[config.mk]
export PLATFORM = sky130hd
export DESIGN_NAME = cdb_arbiter
export DESIGN_NICKNAME = d
export VERILOG_FILES = /design/src/rtl/cdb_pkg.sv /design/src/rtl/cdb_result_fifo.sv /design/src/rtl/cdb_arbiter.sv
export SDC_FILE = /design/constraint.sdc
export NUM_CORES = 1
export LEC_CHECK = 0
export CAP_MARGIN = 20
export CORE_MARGIN = 4
export CORE_UTILIZATION = 55
export CTS_CLUSTER_DIAMETER = 60
export DETAILED_ROUTE_END_ITERATION = 12
export GPL_TIMING_DRIVEN = 0
export PLACE_DENSITY_LB_ADDON = 0.15
export SETUP_SLACK_MARGIN = 0.15
export SLEW_MARGIN = 20
export SYNTH_ARGS = -nofsm -noshare
export SYNTH_HDL_FRONTEND = slang
export SYNTH_SLANG_ARGS = --single-unit
export TNS_END_PERCENT = 20
[constraint.sdc]
create_clock -name clk -period 5.85 [get_ports clk]
set_input_delay 1.4625 -clock clk [delete_from_list [all_inputs] [get_ports clk]]
set_output_delay 1.4625 -clock clk [all_outputs]
set_load 0.01 [all_outputs]
[src/rtl/cdb_pkg.sv]
`default_nettype none
// ============================================================================
// Module      : cdb_pkg
// Description : Shared widths, depth defaults and CDB source encoding.
// Revision    : 1.0 - initial release
// ============================================================================
package cdb_pkg;

    localparam int ROB_ID_W_DEF   = 4;
    localparam int DATA_W_DEF     = 32;
    localparam int FIFO_DEPTH_DEF = 2;

    typedef enum logic {
        CDB_SRC_RS  = 1'b0,
        CDB_SRC_LSB = 1'b1
    } cdb_src_e;

endpackage
`default_nettype wire

[src/rtl/cdb_result_fifo.sv]
`default_nettype none
// ============================================================================
// Module      : cdb_result_fifo
// Description : Small per-source result FIFO with push/pop/flush and full/empty.
// Revision    : 1.0 - initial release
// ============================================================================
module cdb_result_fifo #(
    parameter int WIDTH = 36,
    parameter int DEPTH = 2
) (
    input  logic             clk,
    input  logic             rst,
    input  logic             rdy,
    input  logic             flush,
    input  logic             push,
    input  logic [WIDTH-1:0] push_data,
    input  logic             pop,
    output logic [WIDTH-1:0] head_data,
    output logic             full,
    output logic             empty
);
    localparam int PTR_W = (DEPTH > 1) ? $clog2(DEPTH) : 1;
    localparam int CNT_W = $clog2(DEPTH + 1);

    logic [WIDTH-1:0] r_mem [DEPTH];
    logic [PTR_W-1:0] r_head;
    logic [PTR_W-1:0] r_tail;
    logic [CNT_W-1:0] r_count;
    logic             w_do_push;
    logic             w_do_pop;

    // full/empty come from the pre-edge count only, so a same-edge pop never frees a slot
    assign full      = (r_count == CNT_W'(DEPTH));
    assign empty     = (r_count == '0);
    assign w_do_push = rdy & ~flush & push & ~full;
    assign w_do_pop  = rdy & ~flush & pop & ~empty;
    assign head_data = r_mem[r_head];

    function automatic logic [PTR_W-1:0] next_ptr(input logic [PTR_W-1:0] ptr);
        return (ptr == PTR_W'(DEPTH - 1)) ? '0 : ptr + PTR_W'(1);
    endfunction

    always_ff @(posedge clk or negedge rst) begin
        if (!rst) begin
            r_head  <= '0;
            r_tail  <= '0;
            r_count <= '0;
        end else if (rdy) begin
            if (flush) begin
                r_head  <= '0;
                r_tail  <= '0;
                r_count <= '0;
            end else begin
                if (w_do_push) r_tail <= next_ptr(r_tail);
                if (w_do_pop)  r_head <= next_ptr(r_head);
                case ({w_do_push, w_do_pop})
                    2'b10:   r_count <= r_count + CNT_W'(1);
                    2'b01:   r_count <= r_count - CNT_W'(1);
                    default: r_count <= r_count;
                endcase
            end
        end
    end

    always_ff @(posedge clk) begin
        if (w_do_push) r_mem[r_tail] <= push_data;
    end

endmodule
`default_nettype wire

[src/rtl/cdb_arbiter.sv]
`default_nettype none
// ============================================================================
// Module      : cdb_arbiter
// Description : Round-robin share of the registered CDB between RS and LSB results.
// Revision    : 1.0 - initial release
// ============================================================================
module cdb_arbiter
    import cdb_pkg::*;
#(
    parameter int ROB_ID_W   = ROB_ID_W_DEF,
    parameter int DATA_W     = DATA_W_DEF,
    parameter int FIFO_DEPTH = FIFO_DEPTH_DEF
) (
    input  logic                clk,
    input  logic                rst,
    input  logic                rdy,
    input  logic                mispredict,
    input  logic                rs_valid,
    input  logic [ROB_ID_W-1:0] rs_rob_id,
    input  logic [DATA_W-1:0]   rs_value,
    output logic                rs_full,
    input  logic                lsb_valid,
    input  logic [ROB_ID_W-1:0] lsb_rob_id,
    input  logic [DATA_W-1:0]   lsb_value,
    output logic                lsb_full,
    output logic                cdb_valid,
    output logic [ROB_ID_W-1:0] cdb_rob_id,
    output logic [DATA_W-1:0]   cdb_value,
    output logic                cdb_src_lsb,
    output logic                overflow
);
    localparam int ENTRY_W = ROB_ID_W + DATA_W;

    logic [ENTRY_W-1:0] w_rs_head;
    logic [ENTRY_W-1:0] w_lsb_head;
    logic [ENTRY_W-1:0] w_sel_entry;
    logic               w_rs_empty;
    logic               w_lsb_empty;
    logic               w_grant_any;
    logic               w_rs_pop;
    logic               w_lsb_pop;
    logic               w_push_drop;
    cdb_src_e           w_grant_src;
    cdb_src_e           r_rr;

    cdb_result_fifo #(
        .WIDTH (ENTRY_W),
        .DEPTH (FIFO_DEPTH)
    ) u_rs_fifo (
        .clk       (clk),
        .rst       (rst),
        .rdy       (rdy),
        .flush     (mispredict),
        .push      (rs_valid),
        .push_data ({rs_rob_id, rs_value}),
        .pop       (w_rs_pop),
        .head_data (w_rs_head),
        .full      (rs_full),
        .empty     (w_rs_empty)
    );

    cdb_result_fifo #(
        .WIDTH (ENTRY_W),
        .DEPTH (FIFO_DEPTH)
    ) u_lsb_fifo (
        .clk       (clk),
        .rst       (rst),
        .rdy       (rdy),
        .flush     (mispredict),
        .push      (lsb_valid),
        .push_data ({lsb_rob_id, lsb_value}),
        .pop       (w_lsb_pop),
        .head_data (w_lsb_head),
        .full      (lsb_full),
        .empty     (w_lsb_empty)
    );

    always_comb begin
        w_grant_any = !w_rs_empty || !w_lsb_empty;
        w_grant_src = r_rr;
        if (w_rs_empty) begin
            w_grant_src = CDB_SRC_LSB;
        end else if (w_lsb_empty) begin
            w_grant_src = CDB_SRC_RS;
        end
        w_rs_pop    = w_grant_any && (w_grant_src == CDB_SRC_RS);
        w_lsb_pop   = w_grant_any && (w_grant_src == CDB_SRC_LSB);
        w_sel_entry = (w_grant_src == CDB_SRC_LSB) ? w_lsb_head : w_rs_head;
        w_push_drop = (rs_valid && rs_full) || (lsb_valid && lsb_full);
    end

    always_ff @(posedge clk or negedge rst) begin
        if (!rst) begin
            cdb_valid   <= 1'b0;
            cdb_rob_id  <= '0;
            cdb_value   <= '0;
            cdb_src_lsb <= 1'b0;
            overflow    <= 1'b0;
            r_rr        <= CDB_SRC_RS;
        end else if (rdy) begin
            if (mispredict) begin
                cdb_valid <= 1'b0;
                r_rr      <= CDB_SRC_RS;
            end else begin
                if (w_push_drop) overflow <= 1'b1;
                if (w_grant_any) begin
                    cdb_valid   <= 1'b1;
                    cdb_rob_id  <= w_sel_entry[ENTRY_W-1 -: ROB_ID_W];
                    cdb_value   <= w_sel_entry[DATA_W-1:0];
                    cdb_src_lsb <= (w_grant_src == CDB_SRC_LSB);
                    // hand priority to whichever side did not just win
                    r_rr        <= (w_grant_src == CDB_SRC_LSB) ? CDB_SRC_RS : CDB_SRC_LSB;
                end else begin
                    cdb_valid <= 1'b0;
                end
            end
        end
    end

endmodule
`default_nettype wire

==> metrics <==
status=complete, no violations; clock slew at reported path FFs=60 ps; Synth Register Bits=192; Synth Cell Area=7824 sq um; Setup Viol. Count Final=0; wire length per cell=20.76 um; Antenna Violating Nets Remaining=0; global-route wire length before repair=27,400 um; Initial Util=56.36%; initial antenna violation count=0; Worst Reg-to-Reg Cells=6; top cell type's share of synthesized area=55.27%; count leader, synth=edfxtp_1; critical path class=flip-flop to output port; Syn Area/Cell=15.40 sq um; Design Area, Final=9983 sq um; Nets=730; Hold Path Depth=2; fin crit share=57.12%; fill count=914; Area contributors post-synth=edfxtp_1, dfrtp_1, nor2b_1; Mapped Cells=508; final hold vios=0; Leak=3.499 nW; TritonCTS clock tree=done; R2R setup slack=3490 ps; Yosys warning total=0; Fin Clk Skew=6.710 ps; Mapped Nets=586; row count=43; Buffers on Ports=115; WHS Endpoint=cdb_value[23]; Yosys cell types=42; Initial DRT Pass Iterations=5; latest clock arrival within the worst-skew pair=430 ps; GRT overflow=0; CTS Root Cell=clkbuf_16; mux share of post-synthesis cell area=0%; DR DRC count=0; routed via count=4,850; Fmax achieved=0.2993 GHz; Synth Area in Adders=0%; Hold Path Origin=cdb_value[23]; H-tree levels=4; total setup buffers inserted after CTS=0; r2r endpoint=u_lsb_fifo.r_mem[1][12]; DP HPWL=11,710 um; Pwr Total=4.126 mW; Placement Cell Area=9341 sq um; vias in the first global route=5,088; complex-gate fraction of the synthesized area=16.62%; XOR/XNOR Fraction of Synth Area=0%; slew margin rel.=52.47%; routability cong.=0.7661; simple-gate share of the synthesized area=9.531%; worst flop-to-flop path startpoint=u_lsb_fifo.r_count[1]; CTS sink count=192; post-synth top area cell=edfxtp_1; post-layout util=71.92%; layout cell share with drive strength beyond 1=19.40%; Initial DRC Count=427; pre-CTS setup slack=2301 ps; Worst setup EP type=output port; worst-path fanout max=9; Hold Path Class=flip-flop to flip-flop; Max Cap Viol=0; setup ws final=2508 ps; Top FF cell, synth=edfxtp_1; Critical Path AT=1880 ps; drt total wl=17,550 um; number of flops mapped to enable cells by yosys=144; crit path time final=3342 ps; antenna cells=0; core box area=13,880 sq um; main combinational cell family by area after synthesis=compound AO/OA/AOI/OAI gates; Peak supply drop=217.0 uV; register area share after synthesis=70.62%; post-CTS resize count=0; Max Buffers Root-to-Sink=2; I/O pin total=119; Post-synth top cells=edfxtp_1, nor2b_1, a211oi_1; FFs w/ async S/R, synth=25.00%; die width=127.3 um; hold_buf cts=0; Num CTS Buffers=17; Final Max Tran Viols=0; Startpoint Class=flip-flop; Least-Margin Pin Slew=712.9 ps; Worst EP required=4390 ps; Chip Height=127.3 um; RSZ-0062 raised after global routing=false; gr usage total=22.66%; PD cells=413.3 nW/um^2; largest net degree at the start of global routing=49; P&R area growth vs syn=27.60%; Die ar.=16,200 sq um; Via density=5.740
-- worst max-delay path by stage --
| stage | start | to | slack (ps) | cells past startpoint |
|---|---|---|---|---|
| 2_1_floorplan | mispredict | u_rs_fifo.r_mem[0][0] | 1050 | 4 |
| 3_3_place_gp | rs_valid | u_rs_fifo.r_mem[0][9] | -1320 | 3 |
| 3_5_place_dp | rs_valid | u_rs_fifo.r_mem[1][28] | 2300 | 5 |
| 4_1_cts | u_lsb_fifo.r_count[0] | lsb_full | 2500 | 4 |
| 5_1_grt | u_lsb_fifo.r_count[0] | lsb_full | 2460 | 4 |
| 6_report | u_lsb_fifo.r_count[0] | lsb_full | 2510 | 4 |
-- report_power, final --
| part | total [mW] | internal [mW] | switching (mW) |
|---|---|---|---|
| Clock | 1.24 | 0.758 | 0.485 |
| Combinational | 1.15 | 0.521 | 0.625 |
| Sequential | 1.74 | 1.64 | 0.0983 |
-- cell usage in the layout (no fill, tap or decap), drive strengths merged --
master and instances:
edfxtp 144, clkdlybuf4s50 114, nor2b 72, a211oi 72, dfrtp 48, nand2 41, o31ai 37, buf 37
clkbuf 29, nor2 11, inv 7, a21oi 6, bufinv 5, clkinv 4, o2bb2ai 3, a31oi 3
clkinvlp 3, nand2b 3, o21ai 3, nor3 2, a21o 2, a22oi 2, o21bai 2, o22ai 2
a211o 2, o21a 2, or3b 1, o21ba 1, a32oi 1, nand4b 1, and4 1, o211ai 1
a2111oi 1, nor4bb 1, nor4b 1
-- state kept, by name (all words and copies together), names as in the netlist, 2 cells and up --
signal and count:
u_lsb_fifo.r_count 2, u_rs_fifo.r_count 2, u_rs_fifo.r_mem 72, cdb_value 32, cdb_rob_id 4, u_lsb_fifo.r_mem 72
-- stage by stage --
stage	setup TNS, ps	cells	hold WS [ps]
2_1_floorplan	0	508	511.3
3_3_place_gp	-92080	803	462.9
3_5_place_dp	0	813	470.6
4_1_cts	0	845	488.3
5_1_grt	0	845	504.1
6_report	0	845	480.1
-- per-layer routing --
metal / track usage [%] / up-vias / wire length (um)
met3: 4.724 / 29 / 1084
li1: - / 2225 / -
met2: 38.09 / 200 / 8849
met5: 0 / - / 0
met4: 7.886 / 0 / 386
met1: 29.54 / 2396 / 7225
-- layout make-up --
cell class                 count  area [sq um]  area share (%)
clock buffer                  18         429.2           4.299
timing repair buffer         125          1267           12.70
tap                          180         225.2           2.256
buffer                        37         234.0           2.344
sequential                   192          5525           55.35
clock inverter                14         212.7           2.131
inverter                       5         18.77          0.1880
multi-input combinational    274          2071           20.74
-- critical path, stage by stage (launching register included) --
cell and delay, ps:
dfrtp_1 370, buf_4 170, nand2b_1 220, inv_1 150, clkdlybuf4s50_1 550
-- cell families (layout without fill, tap and decap cells) --
| kind of cell | count (synthesis) | count (layout) |
|---|---|---|
| AO/OA/AOI/OAI | 140 | 140 |
| AND/OR/NAND/NOR | 134 | 134 |
| flip-flops | 192 | 192 |
| buffers and inverters | 42 | 199 |
(Power assumes the default switching activity.)
